===== config.mk =====
export PLATFORM = sky130hd
export DESIGN_NAME = comet_ii_boot_ctrl_flat
export DESIGN_NICKNAME = d
export VERILOG_FILES = /design/src/rtl/comet_ii_boot_ctrl_pkg.sv /design/src/rtl/comet_ii_boot_ctrl_if.sv /design/src/rtl/comet_ii_wport_mux.sv /design/src/rtl/comet_ii_boot_ctrl.sv /design/src/flat_wrapper.sv
export SDC_FILE = /design/constraint.sdc
export NUM_CORES = 1
export LEC_CHECK = 0
export CAP_MARGIN = 20
export CORE_MARGIN = 2
export CORE_UTILIZATION = 30
export DETAILED_ROUTE_END_ITERATION = 12
export GPL_TIMING_DRIVEN = 0
export HOLD_SLACK_MARGIN = 0.15
export MAX_ROUTING_LAYER = met4
export PLACE_DENSITY = 0.63
export SYNTH_ARGS = -nofsm -noshare
export SYNTH_HDL_FRONTEND = slang
export SYNTH_SLANG_ARGS = --single-unit

===== constraint.sdc =====
create_clock -name mclk -period 2.4 [get_ports mclk]
set_input_delay 0.24 -clock mclk [delete_from_list [all_inputs] [get_ports mclk]]
set_output_delay 0.24 -clock mclk [all_outputs]
set_load 0.01 [all_outputs]

===== src/rtl/comet_ii_boot_ctrl_pkg.sv =====
// comet_ii_pkg: shared boot-sequencer state encoding, error codes and frame constants
package comet_ii_pkg;

    typedef enum logic [3:0] {
        S_HDR0,
        S_HDR1,
        S_HDR2,
        S_HDR3,
        S_HDR4,
        S_LOAD,
        S_CSUM,
        S_START,
        S_RUN,
        S_ERR
    } boot_state_e;

    localparam logic [1:0] ERR_NONE    = 2'b00;
    localparam logic [1:0] ERR_MAGIC   = 2'b01;
    localparam logic [1:0] ERR_CSUM    = 2'b10;
    localparam logic [1:0] ERR_TIMEOUT = 2'b11;

    localparam logic [15:0] MAGIC_DEF = 16'hC2C2;

endpackage


===== src/rtl/comet_ii_boot_ctrl_if.sv =====
// comet_ii_boot_ctrl_if: 16-bit valid/ready loader stream from the host link
interface comet_ii_boot_ctrl_if;

    logic        in_valid;
    logic        in_ready;
    logic [15:0] in_data;

    modport master (output in_valid, output in_data, input in_ready);
    modport slave  (input in_valid, input in_data, output in_ready);

endinterface


===== src/rtl/comet_ii_wport_mux.sv =====
// comet_ii_wport_mux: selects loader or core as the source of the memory write port
module comet_ii_wport_mux (
    input  logic        core_sel_i,
    input  logic        ld_we_i,
    input  logic [15:0] ld_waddr_i,
    input  logic [15:0] ld_wdata_i,
    input  logic        cpu_we_i,
    input  logic [15:0] cpu_waddr_i,
    input  logic [15:0] cpu_wdata_i,
    output logic        mem_we_o,
    output logic [15:0] mem_waddr_o,
    output logic [15:0] mem_wdata_o
);

    assign mem_we_o    = core_sel_i ? cpu_we_i    : ld_we_i;
    assign mem_waddr_o = core_sel_i ? cpu_waddr_i : ld_waddr_i;
    assign mem_wdata_o = core_sel_i ? cpu_wdata_i : ld_wdata_i;

endmodule


===== src/rtl/comet_ii_boot_ctrl.sv =====
// comet_ii_boot_ctrl: receives a framed program image, loads memory, checks it and releases the core
module comet_ii_boot_ctrl
    import comet_ii_pkg::*;
#(
    parameter logic [15:0] MAGIC       = MAGIC_DEF,
    parameter int          TIMEOUT_CYC = 1024,
    parameter int          TO_W        = 11
) (
    input  logic                 mclk,
    input  logic                 rst,
    input  logic                 boot_req,
    comet_ii_boot_ctrl_if.slave  sif,
    output logic                 cpu_rst,
    output logic                 cpu_init,
    output logic [15:0]          PR_init,
    output logic [15:0]          SP_init,
    input  logic                 cpu_we,
    input  logic [15:0]          cpu_waddr,
    input  logic [15:0]          cpu_wdata,
    output logic                 mem_we,
    output logic [15:0]          mem_waddr,
    output logic [15:0]          mem_wdata,
    output logic                 busy,
    output logic                 err,
    output logic [1:0]           err_code
);

    boot_state_e     state_q, state_d;
    logic [15:0]     load_addr_q, load_addr_d;
    logic [15:0]     n_q, n_d;
    logic [15:0]     idx_q, idx_d;
    logic [15:0]     sum_q, sum_d;
    logic [15:0]     pr_q, pr_d;
    logic [15:0]     sp_q, sp_d;
    logic [TO_W-1:0] to_q, to_d;
    logic [1:0]      code_q, code_d;

    logic timed, to_hit, acc, run_sel;

    // timeout only watches the gaps inside a started frame; a hit blocks further acceptance
    assign timed    = state_q inside {S_HDR1, S_HDR2, S_HDR3, S_HDR4, S_LOAD, S_CSUM};
    assign to_hit   = timed && (to_q == TO_W'(TIMEOUT_CYC));
    assign acc      = sif.in_valid && sif.in_ready;
    assign run_sel  = rst && !boot_req && (state_q == S_RUN);

    assign sif.in_ready = rst && !boot_req && !to_hit && (state_q <= S_CSUM);
    assign cpu_rst      = !rst || !(state_q inside {S_START, S_RUN});
    assign cpu_init     = rst && (state_q == S_START);
    assign busy         = !rst || !(state_q inside {S_RUN, S_ERR});
    assign err          = rst && (state_q == S_ERR);
    assign err_code     = err ? code_q : ERR_NONE;
    assign PR_init      = rst ? pr_q : 16'h0000;
    assign SP_init      = rst ? sp_q : 16'h0000;

    comet_ii_wport_mux u_wport_mux (
        .core_sel_i  (run_sel),
        .ld_we_i     (acc && (state_q == S_LOAD)),
        .ld_waddr_i  (load_addr_q + idx_q),
        .ld_wdata_i  (sif.in_data),
        .cpu_we_i    (cpu_we),
        .cpu_waddr_i (cpu_waddr),
        .cpu_wdata_i (cpu_wdata),
        .mem_we_o    (mem_we),
        .mem_waddr_o (mem_waddr),
        .mem_wdata_o (mem_wdata)
    );

    // frame parser: header capture, load/checksum accumulation, timeout and restart
    always_comb begin
        state_d     = state_q;
        load_addr_d = load_addr_q;
        n_d         = n_q;
        idx_d       = idx_q;
        sum_d       = sum_q;
        pr_d        = pr_q;
        sp_d        = sp_q;
        code_d      = code_q;
        to_d        = timed ? (acc ? '0 : to_q + TO_W'(1)) : '0;
        unique case (state_q)
            S_HDR0: begin
                idx_d = '0;
                sum_d = '0;
                if (acc) begin
                    state_d = (sif.in_data == MAGIC) ? S_HDR1 : S_ERR;
                    code_d  = (sif.in_data == MAGIC) ? ERR_NONE : ERR_MAGIC;
                end
            end
            S_HDR1: if (acc) begin
                load_addr_d = sif.in_data;
                state_d     = S_HDR2;
            end
            S_HDR2: if (acc) begin
                n_d     = sif.in_data;
                state_d = S_HDR3;
            end
            S_HDR3: if (acc) begin
                pr_d    = sif.in_data;
                state_d = S_HDR4;
            end
            S_HDR4: if (acc) begin
                sp_d    = sif.in_data;
                state_d = (n_q == 16'h0000) ? S_CSUM : S_LOAD;
            end
            S_LOAD: if (acc) begin
                sum_d   = sum_q ^ sif.in_data;
                idx_d   = idx_q + 16'd1;
                state_d = (idx_q == n_q - 16'd1) ? S_CSUM : S_LOAD;
            end
            S_CSUM: if (acc) begin
                state_d = (sif.in_data == sum_q) ? S_START : S_ERR;
                code_d  = (sif.in_data == sum_q) ? ERR_NONE : ERR_CSUM;
            end
            S_START: state_d = S_RUN;
            default: state_d = state_q;
        endcase
        if (to_hit) begin
            state_d = S_ERR;
            code_d  = ERR_TIMEOUT;
        end
        if (boot_req) begin
            state_d = S_HDR0;
            to_d    = '0;
            idx_d   = '0;
            sum_d   = '0;
            code_d  = ERR_NONE;
        end
    end

    // state and datapath registers, cleared by the active-low synchronous reset
    always_ff @(posedge mclk) begin
        if (!rst) begin
            state_q     <= S_HDR0;
            load_addr_q <= '0;
            n_q         <= '0;
            idx_q       <= '0;
            sum_q       <= '0;
            pr_q        <= '0;
            sp_q        <= '0;
            to_q        <= '0;
            code_q      <= ERR_NONE;
        end else begin
            state_q     <= state_d;
            load_addr_q <= load_addr_d;
            n_q         <= n_d;
            idx_q       <= idx_d;
            sum_q       <= sum_d;
            pr_q        <= pr_d;
            sp_q        <= sp_d;
            to_q        <= to_d;
            code_q      <= code_d;
        end
    end

endmodule


===== src/flat_wrapper.sv =====
// flat-port wrapper written by rule: the top's interface ports become plain ports
module comet_ii_boot_ctrl_flat import comet_ii_pkg::*;
#(
    parameter logic [15:0] MAGIC       = MAGIC_DEF,
    parameter int          TIMEOUT_CYC = 1024,
    parameter int          TO_W        = 11
)
  (mclk, rst, boot_req, cpu_rst, cpu_init, PR_init, SP_init, cpu_we, cpu_waddr, cpu_wdata, mem_we, mem_waddr, mem_wdata, busy, err, err_code, sif_in_valid, sif_in_data, sif_in_ready);
  comet_ii_boot_ctrl_if sif_i ();
  input  logic mclk;
  input  logic rst;
  input  logic boot_req;
  output logic cpu_rst;
  output logic cpu_init;
  output logic [15:0] PR_init;
  output logic [15:0] SP_init;
  input  logic cpu_we;
  input  logic [15:0] cpu_waddr;
  input  logic [15:0] cpu_wdata;
  output logic mem_we;
  output logic [15:0] mem_waddr;
  output logic [15:0] mem_wdata;
  output logic busy;
  output logic err;
  output logic [1:0] err_code;
  input wire logic [$bits(sif_i.in_valid)-1:0] sif_in_valid;
  input wire logic [$bits(sif_i.in_data)-1:0] sif_in_data;
  output wire logic [$bits(sif_i.in_ready)-1:0] sif_in_ready;
  assign sif_i.in_valid = sif_in_valid;
  assign sif_i.in_data = sif_in_data;
  assign sif_in_ready = sif_i.in_ready;
  comet_ii_boot_ctrl #(.MAGIC(MAGIC), .TIMEOUT_CYC(TIMEOUT_CYC), .TO_W(TO_W)) u_core (.mclk(mclk), .rst(rst), .boot_req(boot_req), .sif(sif_i), .cpu_rst(cpu_rst), .cpu_init(cpu_init), .PR_init(PR_init), .SP_init(SP_init), .cpu_we(cpu_we), .cpu_waddr(cpu_waddr), .cpu_wdata(cpu_wdata), .mem_we(mem_we), .mem_waddr(mem_waddr), .mem_wdata(mem_wdata), .busy(busy), .err(err), .err_code(err_code));
endmodule

* Word level (Yosys, flattened, before mapping) *
Index checks and enable logic that the tools add are counted.

word-level totals
  word-level logic and storage cells = 110
  input port bits = 53
  register bits after elaboration = 113

cells by class
  eq/ne operators = 27
  reductions and logical operators = 36
  bitwise logic cells = 3
  muxes and demuxes = 29
  order comparisons = 1
  add/subtract/negate cells = 4

operators with widths
  operator                                               number
  two-way mux 16 bit                                     6
  case mux 16 bit (2 select lines)                       2
  two-way mux 4 bit                                      10
  equality test 16 bit                                   2
  case mux 4 bit (8 select lines)                        1
  inequality test 3 x 1 -> 1 bit, second input constant  7
  adder 16 x 1 -> 16 bit, second input constant          1
  adder 16 bit                                           1
  equality test 16 bit, second input constant            1
  equality test 4 x 3 -> 1 bit, second input constant    4
  logical NOT 16 bit                                     1
  AND reduction 8 bit                                    2
  subtractor 16 x 1 -> 16 bit, second input constant     1
  XOR 16 bit                                             1
  two-way mux 2 bit                                      7
  inequality test 2 x 1 -> 1 bit, second input constant  7
  adder 11 x 1 -> 11 bit, second input constant          1
  equality test 11 bit, second input constant            1
  AND reduction 2 bit                                    5
  logical AND 1 bit                                      9
  nonzero test 9 bit                                     1
  equality test 4 x 2 -> 1 bit, second input constant    2
  equality test 4 bit, second input constant             2
  nonzero test 8 bit                                     1
  other kinds (15)                                       24

* Logic depth before layout (Yosys ltp) *
Gate-level depths: netlist (run 1).

  word-level depth = 10
  gate-level depth with buffers = 11
  mapped depth without buffers = 10

* Hierarchy *
A second synthesis (run 1) with hierarchy kept.

second synthesis, totals
  cells, all modules = 838
  area total of the unflattened synthesis = 7176.9 sq um

modules (own cells, without submodules)
  module              instances  seq. area each (sq um)  area each (sq um)  cells an instance
  comet_ii_boot_ctrl  1          2262.2                  6621.4             801
  comet_ii_wport_mux  1          0.0                     555.5              37

* Worst setup path after synthesis (run 1) *
Ideal clock, no wire load.

  path type = reg2out
  start point = register u_core.idx_q[0]
  end point = output port mem_waddr[14]
  setup slack = -0.165 ns
  cell stages (with the launch flop) = 11
  data arrival time = 2.325 ns
  required time = 2.160 ns
  buffers on the path = 0
  path through = dfxtp_1 -> ha_1 -> inv_1 -> fa_1 -> nand2b_1 -> a21oi_1 -> o41ai_1 -> a21boi_0 -> a211oi_1 -> xor2_1 -> o21ai_0

between the ends
  word-level cells in the longest chain between the ends = 2

ends and longest elaborated chain
  element                 RTL line                   RTL
  from (decl)             comet_ii_boot_ctrl.sv:31   logic [15:0] idx_q, idx_d;
  from (signal assigned)  comet_ii_boot_ctrl.sv:145  idx_q <= idx_d;
  adder 16 bit            comet_ii_boot_ctrl.sv:58   .ld_waddr_i (load_addr_q + idx_q),
  two-way mux 16 bit      comet_ii_wport_mux.sv:16   assign mem_waddr_o = core_sel_i ? cpu_waddr_i : ld_waddr_i;
  to (decl)               flat_wrapper.sv:21         output logic [15:0] mem_waddr;

Every way passes these cells.

* Worst setup path in the final report (run 1) *
  start point = register u_core.idx_q[0]
  end point = output port mem_waddr[12]

Same word-level chain as after synthesis.

==> impl_metrics.toml, run 1 <==
[synth]
syn-cell-area_um2 = 6740
synth_warnings = 0
synth_top_cell_area_share_pct = 33.6
synthArstFlopShare_pct = 0
synth_cell_types = 68
syn_nets = 916
synth_common_cells = "nand2_1 (122), dfxtp_1 (113), nor2_1 (60), o21ai_0 (60), a21oi_1 (54)"
syn_avg_cell_area_um2 = 7.99
synth_area_leaders = "dfxtp_1 (34%), nand2_1 (6.8%), xor2_1 (5.7%)"
synth.most_common_cell = "nand2_1"
yosysSeqAreaShare_pct = 33.6
synthCells = 843
yosysTopAreaCell = "dfxtp_1"
synthFlopType = "dfxtp_1"
synth_edf_count = 0
synth_seq_cells = 113

[timing]
finalHoldViolCount = 0
period_minus_slack_ns = 2.79
fmax_ghz = 0.358
slew_headroom_pct = 46.9
worst_slack_ns = -0.390
rsz0062_at_grt = "true"
setup_viol = 21
slew_violations = 0
tightest_slew_ns = 0.797
finClkSkew_ns = 0.00550
post-route-period-util_pct = 116
tns_ns = -3.09

[die]
die-height_um = 154
io_pins = 125
placementRows = 54
start_util_pct = 30.7
core_um2 = 22000
die_area_um2 = 23700
fp.dieW_um = 154

[setup_path]
slowest_stage = "dfxtp_4"
start_kind = "flop"
arrival_ns = 2.55
path_buf_inv = 2
critical_path_class = "flop to output port"
critPathCaptureType = "output port"
cp_cell_sequence = "ha_4, inv_2, fa_2, nand2b_4, a21oi_4, o41ai_4, a21boi_2, o21a_1, nor3_2, o31ai_2, buf_2"
crit_family = "compound AO/OA/AOI/OAI gates"
critPathMaxStageDelay_ns = 0.38
cp.required_ns = 2.16
cp_max_fo = 3

[route]
viasPerCell = 5.08
wl_met3_um = 1160
drt_first_pass_iters = 9
detail_route.iter0.violations = 539
drtAntennaViolNets = 0
drc = 0
dr_wl_met2_um = 10900
route.vias.total = 6746
finalWirelength_um = 23100
top_layer = "met4"
wire_per_inst_um = 17.3
met1_length_um = 10500

[finish]
fin_cells = 1329
syn2layout_area_growth_pct = 49.0
nets = 1109
num_antenna_cells = 0
final_layout_size_suffix_gt1_share_pct = 26.8

[outcome]
violations = "setup timing"
status = "complete, but fails checks"

[clock_tree]
path_clk_slew_ns = 0.06
htree_levels = 4
clockRootBuffer = "clkbuf_16"
cts_tree = "built"
cts_buffers = 17
clk_latency_ns = 0.42
cts_sinks = 113
clockBufferDepth = 2

[pwr]
p_per_area_nw_per_um2 = 501
power.leakage_nw = 3.85
vdd_drop_max_mv = 0.479

[global_routing]
overflow = 0
grt_use_total_pct = 19.4
grt_pass1_vias = 6346
grt_pass1_wl_um = 35200
grt_max_degree = 17
antenna_found_initial = 0

[placement]
portBuffers = 107
dp_hpwl_um = 15300
gp_congestion = 0.840
dp.cells = 1230

[min_path]
hold_path_class = "input pin to flop"

[run]
max-cap-violations = 0
==> per-layer routing <==
metal	vias to the layer above	track usage [%]
li1	3303	-
met4	0	6.41
met2	217	30.9
met3	36	3.35
met5	-	-
met1	3190	25.1
==> final cells by class <==
type,count,area [um2]
plain buffers,57,350
inverters,17,68.8
clock buffers,21,470
multi-input cells,652,4600
clock inverters,11,176
well taps,280,350
repair buffers,178,1700
fillers,2065,11900
flip-flops and latches,113,2320
==> cell families after synthesis <==
family | after synthesis | synth area share (%)
AND/OR/NAND/NOR | 354 | 27.1
AO/OA/AOI/OAI | 171 | 15.0
flip-flops | 113 | 33.6
buffers and inverters | 78 | 5.16
XOR/XNOR | 71 | 9.34
multiplexers | 36 | 5.96
adder cells (fa/ha/maj) | 20 | 3.83
==> stage by stage <==
| stage | hold WS (ns) | util (%) | total power, mW | worst slack, ns | instance area [um2] |
|---|---|---|---|---|---|
| 2_1_floorplan | 0.432 | - | 2.09 | 0.0183 | 6750 |
| 3_3_place_gp | 0.438 | 37.2 | 2.26 | -1.08 | 8180 |
| 3_5_place_dp | 0.443 | 37.2 | 2.26 | -1.05 | 8180 |
| 4_1_cts | 0.242 | 43.8 | 5.03 | -0.406 | 9610 |
| 5_1_grt | 0.298 | 45.7 | 5.17 | -0.471 | 10000 |
| 6_report | 0.274 | 45.7 | 5.03 | -0.390 | 10000 |
==> cells in the final DEF (no fill, tap or decap), types with 8 or more instances in the layout <==
cell type / count
xor2_1: 44
clkbuf_1: 30
mux2_2: 9
nor2_1: 57
nor4_1: 8
nand4_1: 13
mux2_1: 10
nand3_1: 21
nor3_1: 12
a21oi_1: 50
buf_6: 38
ha_4: 10
dfxtp_4: 12
xnor2_1: 24
clkdlybuf4s50_1: 71
nand3b_1: 22
nor2_2: 11
inv_1: 12
o21ai_1: 25
buf_2: 24
clkbuf_2: 9
o21ai_0: 45
nand2_1: 120
dfxtp_1: 94
clkbuf_16: 20
mux2_4: 14
buf_4: 48
and2_1: 35
==> state kept, by name (all words and copies together), names as in the netlist <==
signal / count
u_core.load_addr_q: 16
u_core.code_q: 2
u_core.sum_q: 16
u_core.state_q: 4
u_core.pr_q: 16
u_core.sp_q: 16
u_core.to_q: 11
u_core.n_q: 16
u_core.idx_q: 16
==> worst register-to-register path: stages (launching register included) <==
cell	delay [ns]
dfxtp_1	0.52
xnor2_4	0.17
a31oi_1	0.06
or4_1	0.49
a221o_1	0.31
a2111oi_4	0.35
nand4_1	0.15
and2_1	0.19
==> report_power, final <==
part           internal, mW  switching (mW)  total, mW
clock                  1.83           0.936       2.76
combinational         0.170           0.218      0.388
sequential             1.87         0.00692       1.88
total                  3.87            1.16       5.03
==> worst paths after layout <==
| kind | cells past startpoint | end | startpoint | slack [ns] |
|---|---|---|---|---|
| worst min-delay path | 3 | u_core.sp_q[13]$_SDFFE_PN0P_ | sif_in_data[13] | 0.27 |
| worst min register to register | 1 | u_core.to_q[0]$_SDFF_PP0_ | u_core.to_q[0]$_SDFF_PP0_ | 0.43 |
| worst max-delay path | 11 | mem_waddr[12] | u_core.idx_q[0]$_SDFFE_PP0P_ | -0.39 |
| worst max register to register | 7 | u_core.state_q[0]$_SDFFE_PP0P_ | u_core.n_q[5]$_SDFFE_PN0P_ | 0.04 |
==> what timing repair did <==
item	in CTS	in global routing
pin swaps	37	32
gates cloned	2	2
hold buffers	0	0
buffers inserted	42	29
endpoints found under the setup margin	122	91
resized for setup	288	65
No activity file was read; power rests on OpenSTA's default activity.
==> run 2: changes to the inputs <==
--- a/config.mk
+++ b/config.mk
@@ -13,6 +13,7 @@
 export HOLD_SLACK_MARGIN = 0.15
 export MAX_ROUTING_LAYER = met4
 export PLACE_DENSITY = 0.63
+export SETUP_SLACK_MARGIN = 0.05
 export SYNTH_ARGS = -nofsm -noshare
 export SYNTH_HDL_FRONTEND = slang
 export SYNTH_SLANG_ARGS = --single-unit
==> run 2 against run 1 <==
  * The run still ends with setup timing left
  * First-iteration DRC count down 8.3%
  * Critical path depth increased by 1
  * Via count is 0.76% higher
  * Cell area hardly changed
  * Register-to-register slack gained 0.02 ns
  * Count of clock-buffer cells in the layout did not move
  * Utilization is essentially flat
  * Setup slack got worse by 0.094 ns
  * Global-route usage shrank 0.65 points
  * Wire length decreased by 2.0%
  * Clock power shrank 5%
  * Die area unchanged
  * Critical path type unchanged
  * Largest cell class unchanged
  * Largest power group unchanged
  * Highest routed layer unchanged
==> impl_metrics.toml, run 2 (same netlist as run 1, synthesis figures left out) <==
[timing]
worst_slack_ns = -0.484
timing.hold.ws_ns = 0.279
slew_violations = 0
fmax_ghz = 0.347
finClkSkew_ns = 0.0157
period_minus_slack_ns = 2.88
tightest_slew_ns = 0.784
post-route-period-util_pct = 120
setup_viol = 25
slew_headroom_pct = 47.7
finalHoldViolCount = 0
rsz0062_at_grt = "true"

[global_routing]
overflow = 0
antenna_found_initial = 0
grt_pass1_wl_um = 33900
grt_max_degree = 17
grt_use_total_pct = 18.8
grt_pass1_vias = 6254

[route]
route.vias.total = 6797
drtAntennaViolNets = 0
detail_route.iter0.violations = 494
viasPerCell = 5.15
drt_first_pass_iters = 5
finalWirelength_um = 22600
wire_per_inst_um = 17.1
drc = 0

[die]
core_um2 = 22000
placementRows = 54
fp.dieW_um = 154
die_area_um2 = 23700
io_pins = 125
die-height_um = 154
start_util_pct = 30.7

[run]
max-cap-violations = 0

[clock_tree]
htree_levels = 4
cts_hold_buf = 0
path_clk_slew_ns = 0.06
cts_tree = "built"
clockBufferDepth = 2
cts_sinks = 113
clk_latency_ns = 0.43
cts_buffers = 17
clockRootBuffer = "clkbuf_16"

[finish]
fin_area_um2 = 10000
layout.cells.most_common = "nand2_1"
multiInputGateArea_um2 = 4690
num_antenna_cells = 0
fin_util_pct = 45.7
nets = 1101
syn2layout_area_growth_pct = 49.0
layout_common_cells = "nand2_1 (110), dfxtp_1 (95), clkdlybuf4s50_1 (71)"
final_layout_size_suffix_gt1_share_pct = 27.9
seq_area_um2 = 2300
nFillCells = 2060

[placement]
placed_area_um2 = 8180
gp_congestion = 0.863
pre_cts_ws_ns = -1.15
portBuffers = 107
dp_hpwl_um = 15300

[min_path]
hold_path_class = "input pin to flop"

[pwr]
switching_power_mw = 1.11
pwr-share-clk_pct = 53.4
internal_power_mw = 3.78
power_mw = 4.89
pwr-share-seq_pct = 38.6
switching_share_pct = 22.7
power.leakage_nw = 3.90
pwr-share-comb_pct = 8.0
vdd_drop_max_mv = 0.500
p_per_area_nw_per_um2 = 487

[setup_path]
arrival_ns = 2.64
start_kind = "flop"
critPathCaptureType = "output port"
cp.required_ns = 2.16
cp_max_fo = 2
critical_path_class = "flop to output port"

[outcome]
violations = "setup timing"
status = "complete, but fails checks"
==> run 2: changes by cell type in the layout (fill, tap and decap cells not counted), moves of 3 or more <==
cell      delta
clkbuf_2     -4
a21oi_1     -10
mux2_4       +5
mux2_2       -3
dfxtp_4      -7
nand2_4      +8
ha_4         -3
dfxtp_2      +6
buf_6        +3
a21oi_2     +12
ha_1         +3
nand2_1     -10
nor3_2       -3
buf_4        -4
==> run 2: final timing paths <==
path | end | cells after the start | startpoint | slack, ns
setup reg to reg | u_core.sp_q[13]$_SDFFE_PN0P_ | 13 | u_core.to_q[0]$_SDFF_PP0_ | 0.06
hold / removal | u_core.load_addr_q[13]$_SDFFE_PN0P_ | 3 | sif_in_data[13] | 0.28
setup / recovery | mem_waddr[12] | 12 | u_core.idx_q[0]$_SDFFE_PP0P_ | -0.48
hold reg to reg | u_core.sp_q[3]$_SDFFE_PN0P_ | 2 | u_core.sp_q[3]$_SDFFE_PN0P_ | 0.46
==> run 2: routing by layer <==
metal  global-route usage (%)  part of all wire, %
met4                     5.16                  1.5
met5                        -                    0
met1                     23.0                   43
met3                     3.97                  5.8
met2                     31.4                   50
==> run 2: cell type report <==
type / count / share of cell area (%)
Clock inverter: 9 / 1.31
Buffer: 57 / 3.97
Sequential cell: 113 / 22.9
Inverter: 17 / 0.685
Timing Repair Buffer: 170 / 16.2
Multi-Input combinational cell: 652 / 46.7
Clock buffer: 21 / 4.78
Tap cell: 280 / 3.49
==> run 2: worst max-delay path, cell delays in order, from the launching register on <==
cell	delay, ns
dfxtp_4	0.37
ha_4	0.16
inv_2	0.05
fa_2	0.21
nand2b_4	0.14
a21oi_4	0.07
o41ai_4	0.25
a21boi_2	0.10
buf_4	0.15
o21a_1	0.17
o21a_1	0.18
o31ai_2	0.20
buf_2	0.16
==> run 2: power groups by stage <==
stage	clock [mW]	sequential, mW	combinational, mW
global placement	0	1.93	0.336
global route	2.73	1.89	0.414
finish	2.61	1.89	0.391
detailed placement	0	1.93	0.336
CTS	2.64	1.89	0.365
floorplan	0	1.93	0.162
==> run 2: through the flow <==
| stage | std cells | setup TNS (ns) |
|---|---|---|
| after CTS | 1285 | -4.82 |
| final | 1319 | -4.88 |
| after detailed placement | 1230 | -45.59 |
| after floorplan | 843 | 0 |
| after global routing | 1319 | -7.29 |
| after global placement | 1230 | -42.53 |
==> run 2: what timing repair did <==
action | 4_1_cts | 5_1_grt
endpoints found under the setup margin | 124 | 117
gates cloned | 0 | 5
buffers inserted | 26 | 32
pin swaps | 19 | 50
resized for setup | 278 | 122
